**src/rtl/ad_ip_jesd204_tpl_adc_capture_ctrl_pkg.sv**
```systemverilog
// Shared definitions for the TPL ADC capture controller: FSM state
// encodings and the data-width formula used by the top and its interface.
package ad_ip_jesd204_tpl_adc_capture_ctrl_pkg;

  typedef enum logic [1:0] {
    ST_IDLE     = 2'd0,
    ST_ARMED    = 2'd1,
    ST_WAIT_SOF = 2'd2,
    ST_CAPTURE  = 2'd3
  } state_t;

  // Width of adc_data for a given lane count and octets per lane per beat.
  function automatic int data_w(input int num_lanes, input int octets_per_beat);
    return num_lanes * 8 * octets_per_beat;
  endfunction

endpackage

```
**src/rtl/ad_ip_jesd204_tpl_adc_capture_ctrl_if.sv**
```systemverilog
// Datapath bundle between the TPL ADC core / link and the DMA write port.
// The slave side is the capture controller; the master side is the core/DMA.
interface ad_ip_jesd204_tpl_adc_capture_ctrl_if
  import ad_ip_jesd204_tpl_adc_capture_ctrl_pkg::*;
#(
  parameter int NUM_LANES       = 1,
  parameter int NUM_CHANNELS    = 4,
  parameter int OCTETS_PER_BEAT = 4
) ();

  localparam int DATA_W = data_w(NUM_LANES, OCTETS_PER_BEAT);

  logic                       link_valid;
  logic [OCTETS_PER_BEAT-1:0] link_sof;
  logic [NUM_CHANNELS-1:0]    in_valid;
  logic [DATA_W-1:0]          in_data;
  logic                       dma_ovf;
  logic [NUM_CHANNELS-1:0]    out_valid;
  logic [DATA_W-1:0]          out_data;

  modport master (
    output link_valid, link_sof, in_valid, in_data, dma_ovf,
    input  out_valid, out_data
  );

  modport slave (
    input  link_valid, link_sof, in_valid, in_data, dma_ovf,
    output out_valid, out_data
  );

endinterface

```
**src/rtl/ad_ip_jesd204_tpl_adc_capture_ctrl_sync_edge.sv**
```systemverilog
// ext_sync history register and rising-edge detect. The history resets
// high so a sync line already high at reset is not seen as an edge.
module ad_ip_jesd204_tpl_adc_sync_edge (
  input  logic clk,
  input  logic resetn,
  input  logic sync_in,
  output logic rise
);

  logic sync_q_reg;

  // Track the previous ext_sync level every cycle, in every state.
  always_ff @(posedge clk or negedge resetn) begin
    if (!resetn) begin
      sync_q_reg <= 1'b1;
    end else begin
      sync_q_reg <= sync_in;
    end
  end

  assign rise = sync_in & ~sync_q_reg;

endmodule

```
**src/rtl/ad_ip_jesd204_tpl_adc_capture_ctrl.sv**
```systemverilog
// Capture sequencer on the TPL ADC output path: arm, wait for a trigger,
// align to a frame start, then pass a programmed number of beats to DMA.
module ad_ip_jesd204_tpl_adc_capture_ctrl
  import ad_ip_jesd204_tpl_adc_capture_ctrl_pkg::*;
#(
  parameter int NUM_LANES       = 1,
  parameter int NUM_CHANNELS    = 4,
  parameter int OCTETS_PER_BEAT = 4,
  parameter int LEN_WIDTH       = 32
) (
  input  logic                    clk,
  input  logic                    resetn,
  input  logic                    arm,
  input  logic                    abort,
  input  logic                    ext_sync_en,
  input  logic                    ext_sync,
  input  logic [LEN_WIDTH-1:0]    capture_len,
  input  logic [NUM_CHANNELS-1:0] chan_enable,
  ad_ip_jesd204_tpl_adc_capture_ctrl_if.slave dp,
  output logic                    sync_status,
  output logic                    busy,
  output logic                    done,
  output logic                    ovf_sticky,
  output logic [LEN_WIDTH-1:0]    beat_count
);

  localparam int DATA_W = data_w(NUM_LANES, OCTETS_PER_BEAT);

  state_t                  state_reg, state_next;
  logic [LEN_WIDTH-1:0]    len_reg;
  logic [LEN_WIDTH-1:0]    beat_count_reg;
  logic                    ovf_reg;
  logic                    done_reg;
  logic [NUM_CHANNELS-1:0] out_valid_reg;
  logic [DATA_W-1:0]       out_data_reg;

  logic sync_rise;
  logic trig;
  logic sof_beat;
  logic arm_accept;
  logic capture_beat;
  logic last_beat;

  ad_ip_jesd204_tpl_adc_sync_edge u_sync_edge (
    .clk     (clk),
    .resetn  (resetn),
    .sync_in (ext_sync),
    .rise    (sync_rise)
  );

  assign trig     = ext_sync_en ? sync_rise : 1'b1;
  assign sof_beat = dp.link_valid & (|dp.link_sof);

  // Next-state and per-cycle strobes; abort overrides everything, including arm.
  always_comb begin
    state_next   = state_reg;
    arm_accept   = 1'b0;
    capture_beat = 1'b0;
    last_beat    = 1'b0;
    case (state_reg)
      ST_IDLE: begin
        if (arm) begin
          arm_accept = 1'b1;
          state_next = ST_ARMED;
        end
      end
      ST_ARMED: begin
        if (trig) state_next = ST_WAIT_SOF;
      end
      ST_WAIT_SOF: begin
        if (sof_beat) begin
          capture_beat = 1'b1;
          state_next   = ST_CAPTURE;
        end
      end
      ST_CAPTURE: begin
        capture_beat = dp.link_valid;
      end
      default: state_next = ST_IDLE;
    endcase
    // The first-SOF beat counts like any other, so len=1 finishes on it.
    last_beat = capture_beat && (len_reg != '0) &&
                (beat_count_reg == len_reg - LEN_WIDTH'(1));
    if (last_beat) state_next = ST_IDLE;
    if (abort) begin
      state_next   = ST_IDLE;
      arm_accept   = 1'b0;
      capture_beat = 1'b0;
      last_beat    = 1'b0;
    end
  end

  // State, captured length, saturating beat counter, overflow flag, done pulse.
  always_ff @(posedge clk or negedge resetn) begin
    if (!resetn) begin
      state_reg      <= ST_IDLE;
      len_reg        <= '0;
      beat_count_reg <= '0;
      ovf_reg        <= 1'b0;
      done_reg       <= 1'b0;
    end else begin
      state_reg <= state_next;
      done_reg  <= last_beat;
      if (arm_accept) begin
        len_reg        <= capture_len;
        beat_count_reg <= '0;
        ovf_reg        <= 1'b0;
      end else begin
        if (capture_beat && (beat_count_reg != '1))
          beat_count_reg <= beat_count_reg + LEN_WIDTH'(1);
        if (dp.dma_ovf && (state_reg == ST_WAIT_SOF || state_reg == ST_CAPTURE))
          ovf_reg <= 1'b1;
      end
    end
  end

  // Output register stage: valid gated by capture and channel enable, data always.
  always_ff @(posedge clk or negedge resetn) begin
    if (!resetn) begin
      out_valid_reg <= '0;
      out_data_reg  <= '0;
    end else begin
      out_valid_reg <= capture_beat ? (dp.in_valid & chan_enable) : '0;
      out_data_reg  <= dp.in_data;
    end
  end

  assign dp.out_valid  = out_valid_reg;
  assign dp.out_data   = out_data_reg;
  assign sync_status   = (state_reg == ST_ARMED);
  assign busy          = (state_reg != ST_IDLE);
  assign done          = done_reg;
  assign ovf_sticky    = ovf_reg;
  assign beat_count    = beat_count_reg;

endmodule

```
**src/flat_wrapper.sv**
```systemverilog
// flat-port wrapper written by rule: the top's interface ports become plain ports
module ad_ip_jesd204_tpl_adc_capture_ctrl_flat import ad_ip_jesd204_tpl_adc_capture_ctrl_pkg::*;
#(
  parameter int NUM_LANES       = 1,
  parameter int NUM_CHANNELS    = 4,
  parameter int OCTETS_PER_BEAT = 4,
  parameter int LEN_WIDTH       = 32
)
  (clk, resetn, arm, abort, ext_sync_en, ext_sync, capture_len, chan_enable, sync_status, busy, done, ovf_sticky, beat_count, dp_link_valid, dp_link_sof, dp_in_valid, dp_in_data, dp_dma_ovf, dp_out_valid, dp_out_data);
  ad_ip_jesd204_tpl_adc_capture_ctrl_if #(.NUM_LANES(NUM_LANES), .NUM_CHANNELS(NUM_CHANNELS), .OCTETS_PER_BEAT(OCTETS_PER_BEAT)) dp_i ();
  input  logic clk;
  input  logic resetn;
  input  logic arm;
  input  logic abort;
  input  logic ext_sync_en;
  input  logic ext_sync;
  input  logic [LEN_WIDTH-1:0] capture_len;
  input  logic [NUM_CHANNELS-1:0] chan_enable;
  output logic sync_status;
  output logic busy;
  output logic done;
  output logic ovf_sticky;
  output logic [LEN_WIDTH-1:0] beat_count;
  input wire logic [$bits(dp_i.link_valid)-1:0] dp_link_valid;
  input wire logic [$bits(dp_i.link_sof)-1:0] dp_link_sof;
  input wire logic [$bits(dp_i.in_valid)-1:0] dp_in_valid;
  input wire logic [$bits(dp_i.in_data)-1:0] dp_in_data;
  input wire logic [$bits(dp_i.dma_ovf)-1:0] dp_dma_ovf;
  output wire logic [$bits(dp_i.out_valid)-1:0] dp_out_valid;
  output wire logic [$bits(dp_i.out_data)-1:0] dp_out_data;
  assign dp_i.link_valid = dp_link_valid;
  assign dp_i.link_sof = dp_link_sof;
  assign dp_i.in_valid = dp_in_valid;
  assign dp_i.in_data = dp_in_data;
  assign dp_i.dma_ovf = dp_dma_ovf;
  assign dp_out_valid = dp_i.out_valid;
  assign dp_out_data = dp_i.out_data;
  ad_ip_jesd204_tpl_adc_capture_ctrl #(.NUM_LANES(NUM_LANES), .NUM_CHANNELS(NUM_CHANNELS), .OCTETS_PER_BEAT(OCTETS_PER_BEAT), .LEN_WIDTH(LEN_WIDTH)) u_core (.clk(clk), .resetn(resetn), .arm(arm), .abort(abort), .ext_sync_en(ext_sync_en), .ext_sync(ext_sync), .capture_len(capture_len), .chan_enable(chan_enable), .dp(dp_i), .sync_status(sync_status), .busy(busy), .done(done), .ovf_sticky(ovf_sticky), .beat_count(beat_count));
endmodule
```
**config.mk**
```make
export PLATFORM = sky130hd
export DESIGN_NAME = ad_ip_jesd204_tpl_adc_capture_ctrl_flat
export DESIGN_NICKNAME = d
export VERILOG_FILES = /design/src/rtl/ad_ip_jesd204_tpl_adc_capture_ctrl_pkg.sv /design/src/rtl/ad_ip_jesd204_tpl_adc_capture_ctrl_if.sv /design/src/rtl/ad_ip_jesd204_tpl_adc_capture_ctrl_sync_edge.sv /design/src/rtl/ad_ip_jesd204_tpl_adc_capture_ctrl.sv /design/src/flat_wrapper.sv
export SDC_FILE = /design/constraint.sdc
export NUM_CORES = 1
export LEC_CHECK = 0
export BUFFER_PORTS_ARGS = -buffer_cell sky130_fd_sc_hd__buf_4
export CORE_MARGIN = 5
export CORE_UTILIZATION = 52
export CTS_CLUSTER_SIZE = 10
export DETAILED_ROUTE_END_ITERATION = 16
export PLACE_DENSITY = 0.8
export REMOVE_ABC_BUFFERS = 1
export SLEW_MARGIN = 20
export SYNTH_ARGS = -nofsm -noshare
export SYNTH_HDL_FRONTEND = slang
export SYNTH_SLANG_ARGS = --single-unit
```
**constraint.sdc**
```tcl
create_clock -name clk -period 3.4 [get_ports clk]
set_clock_uncertainty 0.1 [all_clocks]
set_input_delay 0.68 -clock clk [delete_from_list [all_inputs] [get_ports clk]]
set_output_delay 0.68 -clock clk [all_outputs]
set_load 0.02 [all_outputs]
```
* After elaboration in Yosys (flattened, before gate mapping) *
Cells that the tools add are included.

word-level totals
  input bits = 84
  output and inout port bits = 72
  word-level logic and storage cells = 54
  flip-flop bits (word level) = 105

operators by class
  mux-type cells = 19
  reductions and logical operators = 13
  bitwise logic cells = 4
  add/sub/neg operators = 2
  equal/unequal tests = 8

operator list
  operator                                                                  number
  32-bit two-way mux                                                        2
  32-bit by 1-bit adder with 32-bit output (second input constant)          1
  32-bit == test                                                            1
  32-bit inequality test (second input constant)                            1
  32-bit nonzero test                                                       1
  32-bit by 1-bit subtractor with 32-bit output (second input constant)     1
  2-bit two-way mux                                                         5
  1-bit two-way mux                                                         9
  4-bit by 2-bit inequality test with 1-bit output (second input constant)  2
  2-bit one-hot mux with 3 select lines                                     1
  2-bit nonzero test                                                        3
  5-bit nonzero test                                                        1
  4-bit bitwise AND                                                         1
  2-bit == test (second input constant)                                     2
  1-bit logical AND                                                         4
  4-bit two-way mux                                                         1
  4-bit by 3-bit inequality test with 1-bit output (second input constant)  1
  4-bit AND reduction                                                       1
  4-bit OR reduction                                                        1
  1-bit bitwise AND                                                         2
  2-bit by 1-bit == test with 1-bit output (second input constant)          1
  2-bit logical NOT                                                         1
  1-bit one-hot mux with 2 select lines                                     1
  1-bit logical OR                                                          1
  1-bit inverter                                                            1

* Longest topological paths before layout *
  depth in word-level cells = 8
  depth in mapped cells = 11
  depth with buffers taken out = 10

* Cells and area by module *
Synthesis repeated with hierarchy kept, for this count alone.

unflattened totals
  cell total of the unflattened synthesis = 491
  area, all modules = 5243.8 µm²

modules (own cells, without submodules)
  module                              area an instance (µm²)  seq. area each (µm²)  instances  cells an instance
  ad_ip_jesd204_tpl_adc_capture_ctrl  5203.7                  2602.5                1          489
  ad_ip_jesd204_tpl_adc_sync_edge     40.0                    26.3                  1          2

* Worst setup path after synthesis *
OpenSTA, ideal clock, no wires.

  kind = register -> register
  start = register u_core.len_reg[0]
  end = register u_core.done_reg, in the netlist u_core.done
  data arrival time = 2.628 ns
  buffers on the path = 1
  data required time = 3.227 ns
  setup time = 0.073 ns
  cell stages (with the launch flop) = 11
  path slack = 0.599 ns
  period minus slack after synthesis = 2.801 ns
  cell sequence = dfrtp_1 > inv_1 > ha_1 > buf_2 > nor3b_2 > nand3_2 > or3b_1 > a311oi_1 > o2111ai_1 > nor4_2 > nor2b_1

between the ends
  word-level cells in the longest chain between the ends = 4
  elaborated cells between the ends (all ways) = 6
  classes of those cells = add/sub (1); eq/ne (1); mux (1); reduce/logical (3)

RTL lines
  what                                                                                  RTL line                                                                            source
  from (decl)                                                                           ad_ip_jesd204_tpl_adc_capture_ctrl.sv:30                                            logic [LEN_WIDTH-1:0] len_reg;
  from (signal assigned)                                                                ad_ip_jesd204_tpl_adc_capture_ctrl.sv:105                                           len_reg <= capture_len;
  32-bit by 1-bit subtractor with 32-bit output or 32-bit nonzero test (tied branches)  ad_ip_jesd204_tpl_adc_capture_ctrl.sv:83, ad_ip_jesd204_tpl_adc_capture_ctrl.sv:82
  32-bit == test or 1-bit logical AND (tied branches)                                   ad_ip_jesd204_tpl_adc_capture_ctrl.sv:83, ad_ip_jesd204_tpl_adc_capture_ctrl.sv:82
  1-bit logical AND *                                                                   ad_ip_jesd204_tpl_adc_capture_ctrl.sv:82                                            last_beat = capture_beat && (len_reg != '0) &&
  1-bit two-way mux *                                                                   ad_ip_jesd204_tpl_adc_capture_ctrl.sv:85                                            if (abort) begin
  named net u_core.last_beat                                                            ad_ip_jesd204_tpl_adc_capture_ctrl.sv:42                                            logic last_beat;
  to (signal assigned)                                                                  ad_ip_jesd204_tpl_adc_capture_ctrl.sv:103                                           done_reg <= last_beat;
  to (decl)                                                                             ad_ip_jesd204_tpl_adc_capture_ctrl.sv:33                                            logic done_reg;

The timed path passes the listed nets; every way through them passes the cells marked *.
A chain may end at the register's enable or synchronous reset.

* Worst setup path in the final report *
Same ends and word-level chain as after synthesis.

==> key figures <==
Outcome
  • Status: finished, final reports clean

Synthesis
  • Synth unique cells: 64
  • Top-area cell type share of the netlist area: 48.9%
  • Post-Syn Area: 5320 sq um
  • Post-synthesis instance total: 502
  • Register area share after synthesis: 49.4%
  • Post-Syn Area per Cell: 10.6 sq um
  • Yosys warnings: 0
  • Number of synthesized register bits: 105
  • Simple-gate share of the synthesized area: 20.8%
  • Largest family of logic cells by synthesized area: simple AND/OR/NAND/NOR gates
  • Synth async-reset ratio: 100%
  • Mux cell area share after synthesis: 7.29%
  • Main synth FF type: dfrtp_1
  • XOR/XNOR Fraction of Synth Area: 9.05%
  • Synth Area in Adders: 1.41%
  • Compound-cell area share of the yosys netlist: 8.89%
  • Top post-synthesis cells by area: dfrtp_1, mux2_2, xor2_1
  • Cell taking the most area after synthesis: dfrtp_1
  • EDFF count, synth: 0

Die
  • Die area: 12400 sq um
  • Initial core utilization: 52.5%
  • Std-Cell Rows: 37
  • Die width: 111 microns
  • Die height: 111 microns
  • Io pins: 156
  • Core area: 10100 sq um

Finish
  • Final Util: 67.4%
  • Area delta synth->final: 28.4%
  • Leading cell type in the layout, fill and taps excluded: buf_4
  • Antenna diodes: 0
  • Share of cells above drive strength 1: 34.4%
  • Final net count: 745
  • Fill cell count: 792
  • Most frequent cells in the layout: buf_4, dfrtp_1, nor2_1

Drt
  • Post-DR vias/cell: 5.52
  • Via Count: 4397
  • Detailed router's first-iteration violation count: 184
  • Final WL: 13.7 mm
  • Post-DRT Antenna Nets: 0
  • Wirelength per Cell: 17.2 microns
  • DRC viols: 0
  • DRT Pass-1 Iters: 5

Timing
  • Slew Viols, Final: 0
  • Hold Vio Cnt, Final: 0
  • Final setup violation count: 0
  • Setup TNS: 0 ps
  • RSZ-0062 raised after global routing: no
  • Fin crit share: 89.5%
  • Minimum clock period: 3040 ps
  • Max Clk Rate: 329 MHz
  • Slew @ Worst Pin: 688 ps
  • Slew margin rel.: 54.2%

Pwr
  • Pwr per Cell Area: 598 nW/um^2
  • Leakage: 3.06 nW
  • Peak supply drop: 413 uV

Clocking
  • Reg clk slew, reported paths: 90 ps
  • H-tree depth: 3
  • Clk sinks: 105
  • CTS buffer count: 9
  • Post-CTS Repair Setup Buffers: 0
  • Post-cts resize count: 0
  • Max Root-Sink Buffers: 2
  • CTS root buf: clkbuf_8
  • CTS tree: built
  • Hold_buf cts: 0
  • Clk_lat worst skew: 390 ps

Job
  • Max_cap viols: 0

Global routing
  • Global-route wire length before repair: 22.8 mm
  • Vias in the first global route: 4643
  • GRT overflow: 0
  • GRT Util Overall: 22.8%
  • Largest net degree at the start of global routing: 70
  • Initial antenna violation count: 0

Setup path
  • Crit. End Element: flip-flop
  • Flop-to-flop setup slack: 360 ps
  • Nature of the critical path startpoint: flip-flop
  • Worst-path fanout max: 6
  • Critical path type: flip-flop to flip-flop
  • CP Data Required Time: 3610 ps
  • Crit path DAT: 3250 ps

Placed design
  • Detail Placement HPWL: 10.4 mm
  • Routability cong.: 0.916
  • # port buffers: 155

Min path
  • Tightest Hold Check Type: primary input to asynchronous set/reset pin
critical path: stages (launching register included):
cell,delay [ps]
dfrtp_1,470
inv_1,120
ha_1,170
nor3b_2,430
nand3_2,170
or3b_1,400
a311oi_1,290
o2111ai_1,180
nor4_2,430
nor2b_1,200
path summary, 6_finish.rpt:
kind                                   start  cells past startpoint                             to
min reg2reg                u_core.ovf_sticky                      2              u_core.ovf_sticky
max                        u_core.len_reg[0]                      9                    u_core.done
min                                   resetn                      1             u_core.len_reg[11]
max in group asynchronous             resetn                      2  u_core.u_sync_edge.sync_q_reg
min in group clk              dp_in_data[27]                      1         u_core.dp.out_data[27]
max reg2reg                u_core.len_reg[0]                      9                    u_core.done
cell families (layout without fill, tap and decap cells):
kind of cell | Yosys count | after routing
flops | 105 | 105
xor+xnor | 55 | 55
mux | 35 | 35
buf+inv | 37 | 195
compound gates | 71 | 71
simple gates | 193 | 193
fa+ha+maj | 6 | 6
report_power, final:
part           internal (W)  switching [W]
logic              0.000690       0.000723
registers           0.00148       0.000404
clock network      0.000363       0.000426
cell type report:
class	instances	area, sq um	share of cell area (%)
sequential	105	2630	38.5
multi-input combinational	360	2530	37.0
timing repair buffer	162	1240	18.2
tap	136	170	2.49
clock buffer	12	145	2.12
inverter	17	63.8	0.934
clock inverter	4	51.3	0.751
cell usage after synthesis, types with 8 or more instances:
cell type / count
xnor2_1: 26
or3_1: 8
and3_1: 10
nand4_1: 17
inv_1: 17
dfrtp_1: 104
nor2_1: 50
xor2_1: 29
nand3_1: 19
o21ai_0: 19
nor3_1: 15
nand2_1: 26
clkbuf_1: 11
mux2_2: 30
a21oi_1: 21
stage by stage:
stage                     area (sq um)  hold WS [ps]  setup slack [ps]  total power, W  std cells
after CTS                         6830           254               310         0.00410        796
final                             6830           232               357         0.00408        796
after detailed placement          6630           409               339         0.00331        780
after floorplan                   5220           284              -415         0.00279        482
after global placement            6630           402               500         0.00325        780
after global routing              6830           269              99.7         0.00435        796
metal layers:
| metal | share of wire (%) | routed length, microns | global-route usage [%] | vias up |
|---|---|---|---|---|
| met1 | 41 | 5670 | 27.8 | 2084 |
| li1 | - | - | - | 2094 |
| met4 | 1.3 | 183 | 6.41 | 0 |
| met2 | 47 | 6500 | 36.8 | 202 |
| met5 | 0 | 0 | 0 | - |
| met3 | 9.9 | 1360 | 10.1 | 17 |
Power figures use the tool's default switching activity.
